$ cat config.mk
export PLATFORM = sky130hd
export DESIGN_NAME = mem_arbiter
export DESIGN_NICKNAME = d
export VERILOG_FILES = /design/src/rtl/mem_arbiter_pkg.sv /design/src/rtl/mem_arbiter_rr_pick2.sv /design/src/rtl/mem_arbiter.sv
export SDC_FILE = /design/constraint.sdc
export NUM_CORES = 1
export LEC_CHECK = 0
export BUFFER_PORTS_ARGS = -buffer_cell sky130_fd_sc_hd__buf_2
export CORE_MARGIN = 3
export CORE_UTILIZATION = 39
export CTS_CLUSTER_DIAMETER = 200
export DETAILED_ROUTE_END_ITERATION = 6
export PLACE_DENSITY = 0.92
export SETUP_SLACK_MARGIN = 0.2
export SKIP_CTS_REPAIR_TIMING = 1
export SYNTH_ARGS = -nofsm -noshare
export SYNTH_HDL_FRONTEND = slang
export SYNTH_SLANG_ARGS = --single-unit
$ cat constraint.sdc
create_clock -name clk -period 4.4 [get_ports clk]
set_clock_uncertainty 0.15 [all_clocks]
set_input_delay 0.22 -clock clk [delete_from_list [all_inputs] [get_ports clk]]
set_output_delay 0.22 -clock clk [all_outputs]
set_load 0.05 [all_outputs]
$ cat src/rtl/mem_arbiter_pkg.sv
// mem_arbiter_pkg: shared definitions for the Hack RAM-port arbiter.
//   - state_t : FSM state encoding (IDLE / ACCESS / DONE)
//   - cnt_t   : latency down-counter type (supports LATENCY 1..15)
//   - AW_DEF / DW_DEF : default address / data widths of the Hack RAM port
package mem_arbiter_pkg;

  localparam int AW_DEF = 15;
  localparam int DW_DEF = 16;
  localparam int CNT_W  = 4;

  typedef enum logic [1:0] {
    ST_IDLE   = 2'd0,
    ST_ACCESS = 2'd1,
    ST_DONE   = 2'd2
  } state_t;

  typedef logic [CNT_W-1:0] cnt_t;

endpackage

$ cat src/rtl/mem_arbiter_rr_pick2.sv
// rr_pick2: combinational two-way round-robin pick.
//   req_a, req_b : pending requests
//   last         : requester served most recently (0 = A, 1 = B)
//   grant_valid  : at least one request is pending
//   grant_sel    : chosen requester (0 = A, 1 = B); only meaningful with grant_valid
module rr_pick2 (
  input  logic req_a,
  input  logic req_b,
  input  logic last,
  output logic grant_valid,
  output logic grant_sel
);

  always_comb begin
    grant_valid = req_a | req_b;
    // On a tie the requester that was not served last wins; otherwise the
    // lone requester wins (req_b alone selects B, req_a alone selects A).
    if (req_a && req_b) begin
      grant_sel = ~last;
    end else begin
      grant_sel = req_b;
    end
  end

endmodule

$ cat src/rtl/mem_arbiter.sv
// mem_arbiter: round-robin arbiter for the single shared Hack RAM port.
//   Requester A = CPU data port, requester B = screen/UART DMA engine.
//   clk, reset                         : clock, synchronous active-high reset
//   req_x, addr_x, we_x, wdata_x       : request + access attributes (x = a, b)
//   ack_x                              : one-cycle completion pulse
//   rdata                              : read data, valid while ack_a/ack_b is high
//   sel                                : RAM-port mux select (0 = A, 1 = B)
//   mem_addr, mem_we, mem_wdata        : RAM port command
//   mem_rdata                          : RAM read data, valid LATENCY cycles after mem_addr
//   dbg_state                          : current FSM state
//
// Handshake: a requester raises req_x with stable addr/we/wdata and holds all of
// them until it samples ack_x = 1, then drops req_x at that same edge. ack_x is
// high for exactly one cycle (DONE); the following cycle is always IDLE, so a
// dropped request is never re-granted. Requests that vanish in IDLE before
// being granted are simply not served. LATENCY must be in 1..15.
module mem_arbiter
  import mem_arbiter_pkg::*;
#(
  parameter int LATENCY = 1,
  parameter int AW      = AW_DEF,
  parameter int DW      = DW_DEF
) (
  input  logic          clk,
  input  logic          reset,
  input  logic          req_a,
  input  logic [AW-1:0] addr_a,
  input  logic          we_a,
  input  logic [DW-1:0] wdata_a,
  output logic          ack_a,
  input  logic          req_b,
  input  logic [AW-1:0] addr_b,
  input  logic          we_b,
  input  logic [DW-1:0] wdata_b,
  output logic          ack_b,
  output logic [DW-1:0] rdata,
  output logic          sel,
  output logic [AW-1:0] mem_addr,
  output logic          mem_we,
  output logic [DW-1:0] mem_wdata,
  input  logic [DW-1:0] mem_rdata,
  output state_t        dbg_state
);

  state_t        state;
  state_t        state_nxt;
  cnt_t          cnt;
  logic          last;
  logic          sel_q;
  logic [DW-1:0] rdata_q;
  logic          grant_valid;
  logic          grant_sel;

  rr_pick2 u_pick (
    .req_a       (req_a),
    .req_b       (req_b),
    .last        (last),
    .grant_valid (grant_valid),
    .grant_sel   (grant_sel)
  );

  // State register
  always_ff @(posedge clk) begin
    if (reset) begin
      state <= ST_IDLE;
    end else begin
      state <= state_nxt;
    end
  end

  // Next-state logic
  always_comb begin
    state_nxt = state;
    case (state)
      ST_IDLE:   if (grant_valid) state_nxt = ST_ACCESS;
      ST_ACCESS: if (cnt == '0)   state_nxt = ST_DONE;
      ST_DONE:                    state_nxt = ST_IDLE;
      default:                    state_nxt = ST_IDLE;
    endcase
  end

  // Datapath registers. last resets to B so A wins the first tie. sel is only
  // reloaded on a grant, so it holds steady through DONE and IDLE.
  always_ff @(posedge clk) begin
    if (reset) begin
      cnt     <= '0;
      last    <= 1'b1;
      sel_q   <= 1'b0;
      rdata_q <= '0;
    end else begin
      case (state)
        ST_IDLE: begin
          if (grant_valid) begin
            sel_q <= grant_sel;
            cnt   <= cnt_t'(LATENCY - 1);
          end
        end
        ST_ACCESS: begin
          if (cnt == '0) begin
            rdata_q <= mem_rdata;
          end else begin
            cnt <= cnt - 1'b1;
          end
        end
        ST_DONE: begin
          last <= sel_q;
        end
        default: begin
          cnt <= '0;
        end
      endcase
    end
  end

  // Outputs decoded from registered state. Address and write data follow the
  // sel mux at all times; only the write strobe is qualified by ACCESS.
  always_comb begin
    ack_a     = (state == ST_DONE) && !sel_q;
    ack_b     = (state == ST_DONE) &&  sel_q;
    mem_we    = (state == ST_ACCESS) && (sel_q ? we_b : we_a);
    mem_addr  = sel_q ? addr_b  : addr_a;
    mem_wdata = sel_q ? wdata_b : wdata_a;
  end

  assign rdata     = rdata_q;
  assign sel       = sel_q;
  assign dbg_state = state;

endmodule

==> impl_metrics.yaml <==
global_routing:
  grt_usage_pct: 19.9
  grt_overflow: 0
  grt_pass1_wl_um: 6800
  grt_pass1_vias: 1523
  antenna_found_initial: 0
  grt_max_degree: 32
finish:
  drive_gt1_share_pct: 58.9
  fillers: 288
  multi_input_area_um2: 837
  fin_nets: 383
  seq_area_um2: 480
  fin_cells: 343
  n_antenna_cell: 0
  area_growth_pct: 61.3
cts:
  clk_pin_slew_worst_paths_ns: 0.13
  clk_latency_ns: 0.31
  cts_made_buffers: 3
  cts-root-buf: "clkbuf_4"
  clockBufferDepth: 2
  htree_levels: 1
  cts_tree: "done"
  cts.sinks: 24
detailed_routing:
  dr.first_iter.drc_count: 95
  dr_wl_met3_um: 378
  vias: 1734
  top_layer: "met4"
  viasPerCell: 5.06
  drc: 0
  met1_length_um: 1860
  dr.pass1.iters: 4
  wl_met2_um: 2500
  wl_per_cell_um: 14.0
  ant_nets: 0
  drt_wl_total_um: 4800
floorplan:
  rows: 21
  dieArea_mm2: 0.00433
  die_h_um: 65.8
  io_pins: 137
  fp.dieW_um: 65.8
  initial_core_util_pct: 41.2
  core_area_mm2: 0.00339
critical_path:
  worstSetupEndpointType: "flop"
  worstPathArrival_ns: 2.28
  required_ns: 4.49
  start_kind: "flop"
  path_cells: "nor2b_1 > a22oi_1 > o31ai_1"
  worst-path-max-fanout: 20
  critical_path_class: "flop to flop"
  slowest_stage: "nor2b_1"
  reg2regPathDepth: 3
  slowest_delay_ns: 1.02
pwr:
  switchingPower_mw: 0.275
  ir_drop_v: 0.000220
  internal_power_mw: 0.378
  comb_power_share_pct: 46.1
  clockPowerShare_pct: 17.7
  leakage_nw: 1.10
  switching_share_pct: 42.1
  pwr-share-seq_pct: 36.3
  powerDensity_mw_per_mm2: 290
sta:
  setup_tns_ns: 0
  worst_slew_pin_slew_ns: 1.30
  setup_viol: 0
  timing.slew.headroom_pct: 13.3
  clock.fmax_mhz: 457
  rsz0062_at_grt: "false"
  fin_crit_ns: 2.19
  hold_viol_final: 1
  min_period_over_period_pct: 49.8
  drv_slew: 0
  final.setup.worst_slack_ns: 2.21
  fin_hold_ws_ns: -0.00122
synthesis:
  synth-xor-area-share_pct: 0
  yosys_warnings: 0
  synth_top_cell_area_share_pct: 34.4
  synthTopCellsByArea: "dfxtp_1 34%, mux2_2 25%, nand3_1 6.8%"
  syn_inst: 156
  synth_top_family_by_area: "multiplexers"
  yosysUniqueCellTypes: 32
  synth_fa_ha_area_share_pct: 0.897
  syn-num-nets: 241
  ys_seq_elements: 24
  synth.most_common_cell: "mux2_2"
  synth-compound-area-share_pct: 17.5
  synth_flop_cell: "dfxtp_1"
  synth-edff-count: 0
  synth_mux_area_share_pct: 25.7
  netlist_area_mm2: 0.00140
  synthSimpleGateAreaFrac_pct: 15.9
  async_reset_ff_share_pct: 0
  syn_area_per_cell_um2: 8.94
  ys_top_cells_by_count: "31 x mux2_2, 24 x dfxtp_1, 19 x nand3_1"
  ys_seq_area_share_pct: 34.4
  synth_top_area_cell: "dfxtp_1"
placement:
  portBuffers: 136
  gp_congestion: 0.731
  place_hpwl_um: 3610
  post-place-ws_ns: 2.27
  place_inst: 325
status:
  violations: "negative hold slack"
  outcome: "complete, but fails checks"
job:
  max-cap-violations: 0
hold_path:
  hold_depth: 3
  hold_class: "primary input to flop"
sequential cells by signal, summed over array words and instances (netlist names):
| signal | count |
|---|---|
| sel | 1 |
| rdata | 16 |
| cnt | 4 |
| dbg_state | 2 |
| last | 1 |
worst paths after layout:
check,start,endpoint,slack [ns]
hold / removal,mem_rdata[12],rdata[12],-0.001
setup / recovery,dbg_state[0],cnt[0],2.21
setup reg to reg,dbg_state[0],cnt[0],2.21
hold reg to reg,rdata[13],rdata[13],0.33
area by class of cell:
class | count | share of cell area (%)
flip-flops and latches | 24 | 21.3
repair buffers | 151 | 36.8
clock buffers | 4 | 1.61
well taps | 46 | 2.56
multi-input cells | 115 | 37.2
inverters | 3 | 0.500
cells in the final DEF, fill, tap and decap left out, types with 2 or more instances in the layout:
cell type	netlist	layout
nor2b_1	2	2
clkbuf_4	0	3
nand3_1	19	19
dlygate4sd3_1	0	14
o31ai_1	2	2
o21ai_1	3	3
mux2_2	31	31
dfxtp_1	24	24
a21oi_1	18	18
or4_1	2	2
o21ai_0	15	15
inv_1	3	3
buf_2	5	136
nand2_1	3	3
nor2_1	3	3
power groups by stage:
stage	clock, mW	combinational (mW)	sequential [mW]
floorplan	0	0.173	0.281
global placement	0	0.288	0.241
detailed placement	0	0.291	0.242
CTS	0.119	0.292	0.237
global route	0.132	0.316	0.239
finish	0.115	0.301	0.237
cell families (layout without fill, tap and decap cells):
family,count (synthesis),count (layout)
AND/OR/NAND/NOR,38,38
AO/OA/AOI/OAI,44,44
adder cells (fa/ha/maj),1,1
flip-flops,24,24
multiplexers,32,32
buffers and inverters,17,158
layer usage:
metal / up-vias / track usage (%)
li1: 855 / -
met5: - / 0
met1: 786 / 21.5
met4: 0 / 4.40
met2: 85 / 37.5
met3: 8 / 5.78
metrics by stage:
| step | area (µm²) | total power, mW | utilization (%) |
|---|---|---|---|
| after global placement | 2070 | 0.529 | 61.2 |
| after floorplan | 1400 | 0.454 | - |
| after CTS | 2110 | 0.648 | 62.3 |
| after detailed placement | 2070 | 0.533 | 61.2 |
| final | 2250 | 0.653 | 66.4 |
| after global routing | 2250 | 0.687 | 66.4 |
critical path, delay by kind of cell (launching register included):
family / cells / cell delay (ns)
simple gates: 1 / 1.02
flops: 1 / 0.40
compound gates: 2 / 0.55
Power figures use the tool's default switching activity.
